[src/rtl/pa_ifu_sram512x16_ctrl_pkg.sv]
// rtl/pa_ifu_sram512x16_ctrl_pkg.sv - shared constants and FSM encoding for the IFU SRAM controller
package pa_ifu_sram512x16_ctrl_pkg;

    localparam int ADDR_WIDTH   = 9;
    localparam int DATA_WIDTH   = 16;
    localparam int SRAM_DEPTH   = 2 ** ADDR_WIDTH;
    localparam int WR_BURST_DEF = 2;

    localparam logic [ADDR_WIDTH-1:0] CLR_LAST = ADDR_WIDTH'(SRAM_DEPTH - 1);

    typedef enum logic {
        ST_RUN   = 1'b0,
        ST_CLEAR = 1'b1
    } state_t;

endpackage

[src/rtl/pa_ifu_sram512x16_ctrl_if.sv]
// rtl/pa_ifu_sram512x16_ctrl_if.sv - fetch/refill/invalidate requests plus the SRAM macro pins
interface pa_ifu_sram512x16_ctrl_if;
    import pa_ifu_sram512x16_ctrl_pkg::*;

    logic                  inv_req;
    logic                  inv_busy;
    logic                  rd_req;
    logic [ADDR_WIDTH-1:0] rd_addr;
    logic                  rd_gnt;
    logic                  rd_data_vld;
    logic [DATA_WIDTH-1:0] rd_data;
    logic                  wr_req;
    logic [ADDR_WIDTH-1:0] wr_addr;
    logic [DATA_WIDTH-1:0] wr_data;
    logic [DATA_WIDTH-1:0] wr_bmask;
    logic                  wr_gnt;
    logic [ADDR_WIDTH-1:0] sram_a;
    logic                  sram_cen;
    logic                  sram_gwen;
    logic [DATA_WIDTH-1:0] sram_wen;
    logic [DATA_WIDTH-1:0] sram_d;
    logic [DATA_WIDTH-1:0] sram_q;

    modport slave (
        input  inv_req, rd_req, rd_addr, wr_req, wr_addr, wr_data, wr_bmask, sram_q,
        output inv_busy, rd_gnt, rd_data_vld, rd_data, wr_gnt,
               sram_a, sram_cen, sram_gwen, sram_wen, sram_d
    );

    modport master (
        output inv_req, rd_req, rd_addr, wr_req, wr_addr, wr_data, wr_bmask, sram_q,
        input  inv_busy, rd_gnt, rd_data_vld, rd_data, wr_gnt,
               sram_a, sram_cen, sram_gwen, sram_wen, sram_d
    );

endinterface

[src/rtl/pa_ifu_sram_arb_rr.sv]
// rtl/pa_ifu_sram_arb_rr.sv - write-priority read/write arbiter with a bounded write streak
module pa_ifu_sram_arb_rr #(
    parameter int WR_BURST = 2
) (
    input  logic i_clk,
    input  logic i_rstn,
    input  logic i_en,
    input  logic i_rd_req,
    input  logic i_wr_req,
    output logic o_rd_gnt,
    output logic o_wr_gnt
);

    localparam int SW = (WR_BURST < 1) ? 1 : $clog2(WR_BURST + 1);

    logic [SW-1:0] r_streak;
    logic          w_streak_full;

    // Once a pending read has watched WR_BURST writes go by, it takes the next slot.
    assign w_streak_full = (r_streak == SW'(WR_BURST));
    assign o_wr_gnt      = i_en & i_wr_req & ~(i_rd_req & w_streak_full);
    assign o_rd_gnt      = i_en & i_rd_req & (~i_wr_req | w_streak_full);

    always_ff @(posedge i_clk) begin
        if (!i_rstn) begin
            r_streak <= '0;
        end else if (o_rd_gnt || !i_rd_req) begin
            r_streak <= '0;
        end else if (o_wr_gnt && !w_streak_full) begin
            r_streak <= r_streak + SW'(1);
        end
    end

endmodule

[src/rtl/pa_ifu_sram512x16_ctrl.sv]
// rtl/pa_ifu_sram512x16_ctrl.sv - clear sweep FSM and fetch/refill sequencing for a 512x16 SRAM
module pa_ifu_sram512x16_ctrl
    import pa_ifu_sram512x16_ctrl_pkg::*;
#(
    parameter int WR_BURST = WR_BURST_DEF
) (
    input  logic                     forever_cpuclk,
    input  logic                     cpurst_b,
    pa_ifu_sram512x16_ctrl_if.slave  bus
);

    state_t                r_state;
    state_t                w_state_nxt;
    logic [ADDR_WIDTH-1:0] r_clr_cnt;
    logic                  r_rd_data_vld;
    logic                  w_run;
    logic                  w_clr_last;
    logic                  w_rd_gnt;
    logic                  w_wr_gnt;
    logic                  w_cen;
    logic                  w_gwen;
    logic [DATA_WIDTH-1:0] w_wen;
    logic [ADDR_WIDTH-1:0] w_a;
    logic [DATA_WIDTH-1:0] w_d;

    assign w_run      = (r_state == ST_RUN) & cpurst_b;
    assign w_clr_last = (r_clr_cnt == CLR_LAST);

    pa_ifu_sram_arb_rr #(.WR_BURST(WR_BURST)) u_arb (
        .i_clk    (forever_cpuclk),
        .i_rstn   (cpurst_b),
        .i_en     (w_run),
        .i_rd_req (bus.rd_req),
        .i_wr_req (bus.wr_req),
        .o_rd_gnt (w_rd_gnt),
        .o_wr_gnt (w_wr_gnt)
    );

    always_ff @(posedge forever_cpuclk) begin
        if (!cpurst_b) begin
            r_state <= ST_CLEAR;
        end else begin
            r_state <= w_state_nxt;
        end
    end

    always_comb begin
        w_state_nxt = r_state;
        case (r_state)
            ST_CLEAR: if (w_clr_last) w_state_nxt = ST_RUN;
            ST_RUN:   if (bus.inv_req) w_state_nxt = ST_CLEAR;
            default:  w_state_nxt = ST_CLEAR;
        endcase
    end

    // The counter wraps to zero exactly as the sweep hands over to RUN.
    always_ff @(posedge forever_cpuclk) begin
        if (!cpurst_b) begin
            r_clr_cnt <= '0;
        end else if (r_state == ST_CLEAR) begin
            r_clr_cnt <= w_clr_last ? '0 : r_clr_cnt + ADDR_WIDTH'(1);
        end else if (bus.inv_req) begin
            r_clr_cnt <= '0;
        end
    end

    always_ff @(posedge forever_cpuclk) begin
        if (!cpurst_b) begin
            r_rd_data_vld <= 1'b0;
        end else begin
            r_rd_data_vld <= w_rd_gnt;
        end
    end

    always_comb begin
        w_cen  = 1'b1;
        w_gwen = 1'b1;
        w_wen  = '1;
        w_a    = '0;
        w_d    = '0;
        if (!cpurst_b) begin
            w_cen = 1'b1;
        end else if (r_state == ST_CLEAR) begin
            w_cen  = 1'b0;
            w_gwen = 1'b0;
            w_wen  = '0;
            w_a    = r_clr_cnt;
        end else if (w_wr_gnt) begin
            w_cen  = 1'b0;
            w_gwen = 1'b0;
            w_wen  = ~bus.wr_bmask;
            w_a    = bus.wr_addr;
            w_d    = bus.wr_data;
        end else if (w_rd_gnt) begin
            w_cen  = 1'b0;
            w_a    = bus.rd_addr;
        end
    end

    assign bus.sram_cen    = w_cen;
    assign bus.sram_gwen   = w_gwen;
    assign bus.sram_wen    = w_wen;
    assign bus.sram_a      = w_a;
    assign bus.sram_d      = w_d;
    assign bus.rd_gnt      = w_rd_gnt;
    assign bus.wr_gnt      = w_wr_gnt;
    assign bus.inv_busy    = (r_state == ST_CLEAR) | ~cpurst_b;
    assign bus.rd_data_vld = r_rd_data_vld & cpurst_b;
    assign bus.rd_data     = bus.sram_q;

endmodule

[src/flat_wrapper.sv]
// flat-port wrapper written by rule: the top's interface ports become plain ports
module pa_ifu_sram512x16_ctrl_flat import pa_ifu_sram512x16_ctrl_pkg::*;
#(
    parameter int WR_BURST = WR_BURST_DEF
)
  (forever_cpuclk, cpurst_b, bus_inv_req, bus_rd_req, bus_rd_addr, bus_wr_req, bus_wr_addr, bus_wr_data, bus_wr_bmask, bus_sram_q, bus_inv_busy, bus_rd_gnt, bus_rd_data_vld, bus_rd_data, bus_wr_gnt, bus_sram_a, bus_sram_cen, bus_sram_gwen, bus_sram_wen, bus_sram_d);
  pa_ifu_sram512x16_ctrl_if bus_i ();
  input  logic forever_cpuclk;
  input  logic cpurst_b;
  input wire logic [$bits(bus_i.inv_req)-1:0] bus_inv_req;
  input wire logic [$bits(bus_i.rd_req)-1:0] bus_rd_req;
  input wire logic [$bits(bus_i.rd_addr)-1:0] bus_rd_addr;
  input wire logic [$bits(bus_i.wr_req)-1:0] bus_wr_req;
  input wire logic [$bits(bus_i.wr_addr)-1:0] bus_wr_addr;
  input wire logic [$bits(bus_i.wr_data)-1:0] bus_wr_data;
  input wire logic [$bits(bus_i.wr_bmask)-1:0] bus_wr_bmask;
  input wire logic [$bits(bus_i.sram_q)-1:0] bus_sram_q;
  output wire logic [$bits(bus_i.inv_busy)-1:0] bus_inv_busy;
  output wire logic [$bits(bus_i.rd_gnt)-1:0] bus_rd_gnt;
  output wire logic [$bits(bus_i.rd_data_vld)-1:0] bus_rd_data_vld;
  output wire logic [$bits(bus_i.rd_data)-1:0] bus_rd_data;
  output wire logic [$bits(bus_i.wr_gnt)-1:0] bus_wr_gnt;
  output wire logic [$bits(bus_i.sram_a)-1:0] bus_sram_a;
  output wire logic [$bits(bus_i.sram_cen)-1:0] bus_sram_cen;
  output wire logic [$bits(bus_i.sram_gwen)-1:0] bus_sram_gwen;
  output wire logic [$bits(bus_i.sram_wen)-1:0] bus_sram_wen;
  output wire logic [$bits(bus_i.sram_d)-1:0] bus_sram_d;
  assign bus_i.inv_req = bus_inv_req;
  assign bus_i.rd_req = bus_rd_req;
  assign bus_i.rd_addr = bus_rd_addr;
  assign bus_i.wr_req = bus_wr_req;
  assign bus_i.wr_addr = bus_wr_addr;
  assign bus_i.wr_data = bus_wr_data;
  assign bus_i.wr_bmask = bus_wr_bmask;
  assign bus_i.sram_q = bus_sram_q;
  assign bus_inv_busy = bus_i.inv_busy;
  assign bus_rd_gnt = bus_i.rd_gnt;
  assign bus_rd_data_vld = bus_i.rd_data_vld;
  assign bus_rd_data = bus_i.rd_data;
  assign bus_wr_gnt = bus_i.wr_gnt;
  assign bus_sram_a = bus_i.sram_a;
  assign bus_sram_cen = bus_i.sram_cen;
  assign bus_sram_gwen = bus_i.sram_gwen;
  assign bus_sram_wen = bus_i.sram_wen;
  assign bus_sram_d = bus_i.sram_d;
  pa_ifu_sram512x16_ctrl #(.WR_BURST(WR_BURST)) u_core (.forever_cpuclk(forever_cpuclk), .cpurst_b(cpurst_b), .bus(bus_i));
endmodule
[config.mk]
export PLATFORM = sky130hd
export DESIGN_NAME = pa_ifu_sram512x16_ctrl_flat
export DESIGN_NICKNAME = d
export VERILOG_FILES = /design/src/rtl/pa_ifu_sram512x16_ctrl_pkg.sv /design/src/rtl/pa_ifu_sram512x16_ctrl_if.sv /design/src/rtl/pa_ifu_sram_arb_rr.sv /design/src/rtl/pa_ifu_sram512x16_ctrl.sv /design/src/flat_wrapper.sv
export SDC_FILE = /design/constraint.sdc
export NUM_CORES = 1
export LEC_CHECK = 0
export BUFFER_PORTS_ARGS = -buffer_cell sky130_fd_sc_hd__buf_2
export CORE_MARGIN = 2
export CORE_UTILIZATION = 37
export CTS_CLUSTER_DIAMETER = 30
export CTS_CLUSTER_SIZE = 28
export DETAILED_ROUTE_END_ITERATION = 8
export PLACE_DENSITY = 0.87
export SLEW_MARGIN = 10
export SYNTH_ARGS = -nofsm -noshare
export SYNTH_HDL_FRONTEND = slang
export SYNTH_SLANG_ARGS = --single-unit
[constraint.sdc]
create_clock -name forever_cpuclk -period 4.9 [get_ports forever_cpuclk]
set_clock_uncertainty 0.05 [all_clocks]
set_input_delay 0.735 -clock forever_cpuclk [delete_from_list [all_inputs] [get_ports forever_cpuclk]]
set_output_delay 0.735 -clock forever_cpuclk [all_outputs]
set_load 0.03 [all_outputs]
Word level (Yosys, flattened, before mapping)
Index checks and enable logic that the tools add are counted.
{ "classes": {"n_addsub": 2, "n_mul": 0, "div_mod_pow": 0, "n_lt_le_gt_ge": 0, "eq_ne": 2, "n_shift": 0, "muxes": 23, "bitwise": 14, "reduce_logical": 6} }
{ "op_table": {"columns": ["op", "count"], "rows": [
  ["16-bit two-way mux", 6],
  ["9-bit two-way mux", 7],
  ["16-bit NOT", 1],
  ["9-bit by 1-bit adder with 9-bit output (second input constant)", 1],
  ["9-bit equality test (second input constant)", 1],
  ["1-bit two-way mux", 9],
  ["1-bit bitwise AND", 7],
  ["1-bit NOT", 4],
  ["2-bit by 1-bit adder with 2-bit output (second input constant)", 1],
  ["2-bit equality test (second input constant)", 1],
  ["1-bit zero test", 2],
  ["1-bit OR", 2],
  ["1-bit one-hot mux with 2 select lines", 1],
  ["2-bit nonzero test", 1],
  ["2-bit OR reduction", 1],
  ["1-bit logical AND", 1],
  ["1-bit logical OR", 1]
]} }
{ "totals": {"register_bits": 13, "latch_bits": 0, "mem_bits_rw": 0, "mem_bits_ro": 0, "input_bits": 71, "out_inout_bits": 63, "mem_count": 0} }

Longest topological paths before layout
Gate-level depths: netlist (run 1).
{ "logic_depth": {"word_depth": 8, "mapped_depth": 8} }

Modules after synthesis
From an unflattened synthesis (run 1), not the netlist that was laid out.
{ "hier_totals": {"cells_unflattened": 172, "area_unflattened_um2": 1247.4} }
{ "modules_own_cells": {"columns": ["module", "n_inst", "cells_each", "area_per_inst_um2", "seq_area_each_um2"], "rows": [
  ["pa_ifu_sram512x16_ctrl", 1, 156, 1121.1, 220.2],
  ["pa_ifu_sram_arb_rr", 1, 16, 126.4, 40.0]
]} }

Worst setup path before layout (run 1)
Ideal clock, no wire load.
{ "synth_path": {"path_kind": "in2out", "from": "in cpurst_b", "to": "out bus_sram_a[0]", "t_arrival_ns": 1.916, "required_ns": 4.115, "setup_slack_ns": 2.199, "stages": 4, "n_path_buf": 1, "cell_sequence": "nor2b_1 > and3_1 > clkbuf_1 > a221o_1"} }
{ "synth_via": {"elab_chain_cells": 7, "word_cells_on_any_way": 9, "classes_between": "mux: 4; bitwise: 5"} }
{ "synth_lines": {"columns": ["element", "line", "text"], "rows": [
  ["start: declaration", "flat_wrapper.sv:9", "input logic cpurst_b;"],
  ["1-bit bitwise AND", "pa_ifu_sram512x16_ctrl.sv:26", "assign w_run = (r_state == ST_RUN) & cpurst_b;"],
  ["1-bit bitwise AND (2 in series)", "pa_ifu_sram_arb_rr.sv:22", "assign o_rd_gnt = i_en & i_rd_req & (~i_wr_req | w_streak_full);"],
  ["net bus_rd_gnt", "flat_wrapper.sv:19", "output wire logic [$bits(bus_i.rd_gnt)-1:0] bus_rd_gnt;"],
  ["9-bit two-way mux", "pa_ifu_sram512x16_ctrl.sv:94", "end else if (w_rd_gnt) begin"],
  ["9-bit two-way mux", "pa_ifu_sram512x16_ctrl.sv:88", "end else if (w_wr_gnt) begin"],
  ["9-bit two-way mux", "pa_ifu_sram512x16_ctrl.sv:83", "end else if (r_state == ST_CLEAR) begin"],
  ["9-bit two-way mux", "pa_ifu_sram512x16_ctrl.sv:81", "if (!cpurst_b) begin"],
  ["end: declaration", "flat_wrapper.sv:23", "output wire logic [$bits(bus_i.sram_a)-1:0] bus_sram_a;"]
]} }
The timed path passes the listed nets, and every way through them passes these cells.

Final worst setup path (run 1)
{ "layout_path": {"from": "in cpurst_b", "to": "out bus_sram_a[6]"} }
{ "layout_via": {"elab_chain_cells": 7, "word_cells_on_any_way": 9, "classes_between": "mux: 4; bitwise: 5"} }
{ "layout_lines": {"columns": ["element", "line"], "rows": [
  ["1-bit bitwise AND", "pa_ifu_sram512x16_ctrl.sv:26"],
  ["1-bit bitwise AND (2 in series)", "pa_ifu_sram_arb_rr.sv:22"],
  ["9-bit two-way mux", "pa_ifu_sram512x16_ctrl.sv:94"],
  ["9-bit two-way mux", "pa_ifu_sram512x16_ctrl.sv:88"],
  ["9-bit two-way mux", "pa_ifu_sram512x16_ctrl.sv:83"],
  ["9-bit two-way mux (*)", "pa_ifu_sram512x16_ctrl.sv:81"]
]} }
Mark *: on every way between the ends. The rest lies on a longest branch, timed or not.

==> flow_metrics.tcl, run 1 <==
set metrics [dict create \
    status "finished, final reports clean" \
    cts_sinks 13 \
    dp_cells 276 \
    cts_buffer_depth 2 \
    final_nets 311 \
    ys.flop_type "dfxtp_1" \
    met1_usage 0.2623 \
    path_max_fanout 20 \
    total_power_w 0.0002481 \
    grtUsageTotal 0.2108 \
    postCtsHoldBufs 0 \
    htree_levels 1 \
    dp_hpwl_um 3099 \
    drc 0 \
    hold_depth 2 \
    p_switching_w 0.00008098 \
    cpMostUsedCell "buf_2" \
    synth_seq_area_share 0.2192 \
    cap_violations 0 \
    grt_overflow 0 \
    gp_congestion 0.9270 \
    met3_usage 0.05117 \
    grt-busiest-layer "met2" \
    tightest_slew_ps 890.4 \
    ys_ff_latch 13 \
    synth_edf_count 0 \
    syn_area_per_cell_um2 7.468 \
    pwr-share-comb 0.274 \
    cp.arrival_ps 2640 \
    p_int_w 0.0001671 \
    grt_pass1_vias 1251 \
    instances_no_fill 280 \
    slowest_stage "nor2b_1" \
    drt_wl_total_um 3960 \
    finalSetupTns_ps 0 \
    ant_nets 0 \
    seq_power_share 0.446 \
    clock-root-buffer "clkbuf_4" \
    numPortBuffers 101 \
    period_needed_ps 3421 \
    grt_pass1_wl_um 5706 \
    fmax_mhz 292.3 \
    syn-num-nets 233 \
    leakage_nw 0.9073 \
    rsz0062_at_grt "false" \
    cp.depth 5 \
    path_clk_slew_ps 90 \
    irDropWorstVdd_mv 0.05470 \
    rows 20 \
    clk_latency_ps 290 \
    r2r_cells 7 \
    dieArea_um2 3678 \
    drive_gt1_frac 0.4619 \
    setup_violations 0 \
    grt_util_met2 0.3287 \
    seqCellArea_um2 260.3 \
    p_sw_frac 0.3265 \
    power_density_nw_per_um2 154.4 \
    whs_ps 413.0 \
    finalCritPeriodShare 0.6982 \
    pwr-share-clk 0.280 \
    cts_tree "yes" \
    start_util 0.3889 \
    hold_viol 0 \
    multi_input_area_um2 729.5 \
    fin_util 0.5262 \
    ctsResizeCount 0 \
    diodes 0 \
    max_stage_delay_ps 760 \
    die_width_um 60.65 \
    vias_per_cell 5.225 \
    crit_type "in2out" \
    die_y_um 60.65 \
    synth-async-reset-ratio 0 \
    netlist_area_um2 1187 \
    start_kind "primary input" \
    grt_max_degree 40 \
    crit_family "simple AND/OR/NAND/NOR gates" \
    io-pin-count 134 \
    cts_buffers 3 \
    relSlewSlack 0.4052 \
    nFillCells 325 \
    hp-class "reg2reg" \
    synthCells 159 \
    via_count 1463 \
    path_cells "buf_2, nor2b_1, and3_1, a221o_1, buf_2" \
    wl_per_cell_um 14.14 \
    area_delta_synth_final_pct 35.30 \
    first_pass_iters 4 \
    path_buf_inv 2 \
    cp-end-kind "output port" \
    crit_required_ps 4120 \
    postCtsSetupRepairBufs 0 \
    core-area_um2 3053 \
    antenna_found_initial 0 \
    slew_viol_final 0 \
    post_synth_num_cell_types 35 \
    synth_warnings 0 \
    drtIter0Drc 68 \
]
[logic make-up after synthesis]
group | synth area share
multiplexers | 0.008430
AND/OR/NAND/NOR | 0.3130
adder cells (fa/ha/maj) | 0.03162
buffers and inverters | 0.1665
flip-flops | 0.2192
AO/OA/AOI/OAI | 0.2613
[synth_stat cells (all sizes together) (3+ instances only)]
| cell type | number | area share |
|---|---|---|
| buf | 21 | 0.12 |
| clkbuf | 8 | 0.025 |
| nor2 | 5 | 0.016 |
| nand3 | 5 | 0.021 |
| ha | 3 | 0.032 |
| and2 | 5 | 0.026 |
| inv | 6 | 0.019 |
| and3 | 27 | 0.14 |
| a221o | 9 | 0.076 |
| nand2b | 3 | 0.016 |
| o21ai | 20 | 0.084 |
| a21oi | 5 | 0.021 |
| nand2 | 5 | 0.016 |
| dfxtp | 13 | 0.22 |
[worst paths after layout]
kind                                                       startpoint                                    end  slack (ps)
worst max-delay path                                         cpurst_b                          bus_sram_a[6]        1480
worst min register to register  u_core.u_arb.r_streak[1]$_SDFFE_PP0P_  u_core.u_arb.r_streak[1]$_SDFFE_PP0P_         410
worst max register to register       u_core.r_clr_cnt[0]$_SDFFE_PN0P_       u_core.r_clr_cnt[6]$_SDFFE_PN0P_        2880
worst min-delay path            u_core.u_arb.r_streak[1]$_SDFFE_PP0P_  u_core.u_arb.r_streak[1]$_SDFFE_PP0P_         410
[sequential cells by signal (all words and copies together) (netlist names)]
signal,cells
u_core.r_state,1
u_core.r_rd_data_vld,1
u_core.r_clr_cnt,9
u_core.u_arb.r_streak,2
[through the flow]
step / setup slack [ps] / area, um2
after floorplan: 2199 / 1187
after global placement: 1579 / 1580
after detailed placement: 1487 / 1580
after CTS: 1490 / 1607
after global routing: 1229 / 1607
final: 1479 / 1607
[final cells by class]
class	instances	area share
repair buffers	102	0.3193
well taps	44	0.03427
multi-input cells	111	0.4541
clock buffers	4	0.01636
inverters	6	0.01402
flip-flops and latches	13	0.1620
[cell usage in the layout (no fill, tap or decap), drive strengths merged, types with 4 or more instances in the layout]
master and count:
nand2 5, dfxtp 13, and3 27, clkbuf 4
a221o 9, a21oi 5, inv 6, nor2 5
buf 102, nand3 5, o21ai 20, and2 5
[per-layer routing]
layer	vias to the layer above	part of all wire
met5	-	0
met4	0	0.042
met3	12	0.085
met2	64	0.46
met1	662	0.41
li1	725	-
[power by group through the flow]
| stage | registers [W] | clock network, W | logic (W) |
|---|---|---|---|
| after floorplan | 0.000112 | 0 | 0.0000593 |
| after global placement | 0.000113 | 0 | 0.0000670 |
| after detailed placement | 0.000113 | 0 | 0.0000679 |
| after CTS | 0.000111 | 0.0000702 | 0.0000680 |
| after global routing | 0.000111 | 0.0000751 | 0.0000740 |
| final | 0.000111 | 0.0000695 | 0.0000680 |
[tightest hold or removal path, cell delays in order (launching register included)]
cell and delay (ps):
dfxtp_1 320, nand2_1 50, a21oi_1 50
Power figures use the tool's default switching activity.
==> run 2, diff against run 1 <==
CORE_UTILIZATION = 31   (was 37)
PLACE_DENSITY = 0.78   (was 0.87)
clock period = 3.02 ns   (was 4.9 ns; I/O delays follow)
==> flow_metrics.tcl, run 2 (synthesis gave the netlist of run 1 again) <==
set metrics [dict create \
    status "finished, final reports clean" \
    nFillCells 364 \
    tightest_slew_ps 530.0 \
    pwr-share-clk 0.351 \
    total_power_w 0.0004454 \
    fmax_mhz 404.8 \
    irDropWorstVdd_mv 0.1144 \
    antenna_found_initial 0 \
    seq_power_share 0.405 \
    path_cells "inv_1, ha_1, a21boi_2, buf_4, o21a_1, o21ai_0, buf_2" \
    first_pass_iters 5 \
    path_max_fanout 18 \
    die_width_um 65.89 \
    grt_max_degree 40 \
    clock-root-buffer "clkbuf_8" \
    p_sw_frac 0.2950 \
    cp.arrival_ps 1970 \
    fin_ws_ps 549.4 \
    rsz0062_at_grt "false" \
    hold_viol 0 \
    period_needed_ps 2471 \
    relSlewSlack 0.6459 \
    path_clk_slew_ps 60 \
    r2r_cells 7 \
    cap_violations 0 \
    cp-end-kind "output port" \
    final_cell_mix "buf_2 (101), and3_1 (26), o21ai_0 (20)" \
    pwr-share-comb 0.243 \
    numPortBuffers 101 \
    dieArea_um2 4341 \
    drtIter0Drc 62 \
    cts_buffers 3 \
    diodes 0 \
    postCtsSetupRepairBufs 0 \
    p_switching_w 0.0001314 \
    core-area_um2 3661 \
    drive_gt1_frac 0.4664 \
    largest_register_ffs 9 \
    finalCritPeriodShare 0.8181 \
    finalSetupTns_ps 0 \
    htree_levels 1 \
    cts_sinks 13 \
    postCtsHoldBufs 0 \
    r2r-start "u_core.r_clr_cnt[0]$_SDFFE_PN0P_" \
    start_util 0.3243 \
    vias_per_cell 5.112 \
    start_kind "register" \
    dp_hpwl_um 2874 \
    seqCellArea_um2 260.3 \
    rrSetupSlack_ps 990 \
    slew_viol_final 0 \
    final_common_cell "buf_2" \
    grt_pass1_vias 1233 \
    slowest_stage "o21a_1" \
    via_count 1462 \
    ant_nets 0 \
    drt_wl_total_um 3745 \
    p_int_w 0.0003140 \
    grtUsageTotal 0.1600 \
    cts_tree "yes" \
    grt_pass1_wl_um 5533 \
    leakage_nw 0.9254 \
    reg_top3 "u_core.r_clr_cnt (9), u_core.u_arb.r_streak (2)" \
    r2r_end "u_core.r_clr_cnt[6]$_SDFFE_PN0P_" \
    place_area_um2 1600 \
    fin_area_um2 1645 \
    ctsResizeCount 0 \
    cts_buffer_depth 2 \
    grt_overflow 0 \
    wl_per_cell_um 13.09 \
    max_stage_delay_ps 400 \
    hp-class "reg2reg" \
    critical_path.endpoint "bus_sram_wen[4]" \
    gp_congestion 0.8273 \
    setup_violations 0 \
    crit_type "reg2out" \
    power_density_nw_per_um2 270.7 \
    multi_input_area_um2 729.5 \
    crit_start "u_core.u_arb.r_streak[0]$_SDFFE_PP0P_" \
    die_y_um 65.89 \
    area_delta_synth_final_pct 38.57 \
    io-pin-count 134 \
    crit_required_ps 2520 \
    rows 22 \
    regMostFlops "u_core.r_clr_cnt" \
    drc 0 \
    final_nets 313 \
    pre_cts_ws_ps 561.9 \
    clk_latency_ps 250 \
]
-- run 2: worst min-delay path by stage --
stage / start / endpoint / slack [ps] / cells after the start
after global placement: u_core.u_arb.r_streak[1]$_SDFFE_PP0P_ / u_core.u_arb.r_streak[1]$_SDFFE_PP0P_ / 390 / 2
after CTS: u_core.u_arb.r_streak[1]$_SDFFE_PP0P_ / u_core.u_arb.r_streak[1]$_SDFFE_PP0P_ / 410 / 2
after global routing: u_core.u_arb.r_streak[1]$_SDFFE_PP0P_ / u_core.u_arb.r_streak[1]$_SDFFE_PP0P_ / 420 / 2
final: u_core.u_arb.r_streak[0]$_SDFFE_PP0P_ / u_core.u_arb.r_streak[0]$_SDFFE_PP0P_ / 410 / 2
after floorplan: u_core.u_arb.r_streak[1]$_SDFFE_PP0P_ / u_core.u_arb.r_streak[1]$_SDFFE_PP0P_ / 380 / 2
after detailed placement: u_core.u_arb.r_streak[1]$_SDFFE_PP0P_ / u_core.u_arb.r_streak[1]$_SDFFE_PP0P_ / 410 / 2
-- run 2: worst max-delay path, delay by kind of cell, from the launching register on --
family / cells / cell delay [ps]
flip-flops: 1 / 340
AO/OA/AOI/OAI: 3 / 700
adder cells (fa/ha/maj): 1 / 210
buffers and inverters: 3 / 460
-- run 2: metal layers --
layer / up-vias / part of all wire / GRT usage
li1: 730 / - / -
met1: 655 / 0.42 / 0.1927
met2: 68 / 0.48 / 0.2790
met3: 9 / 0.096 / 0.04259
met4: 0 / 0.011 / 0.04167
met5: - / 0 / 0
-- run 2: layout make-up --
cell class	instances	area share
Multi-Input combinational cell	111	0.4433
Timing Repair Buffer	104	0.3209
Sequential cell	13	0.1582
Tap cell	48	0.03650
Clock buffer	4	0.02738
Inverter	6	0.01369
-- run 2: power by group through the flow --
stage,clock network [W],logic (W),registers (W)
5_1_grt,0.000166,0.000118,0.000181
6_report,0.000156,0.000108,0.000181
3_5_place_dp,0,0.000108,0.000184
4_1_cts,0.000158,0.000109,0.000180
3_3_place_gp,0,0.000107,0.000184
2_1_floorplan,0,0.0000963,0.000182
-- run 2: metrics by stage --
step,util,hold slack (ps),std cells
2_1_floorplan,-,382.6,159
3_3_place_gp,0.4371,392.8,282
3_5_place_dp,0.4371,405.2,282
4_1_cts,0.4494,413.1,286
5_1_grt,0.4494,422.8,286
6_report,0.4494,414.4,286
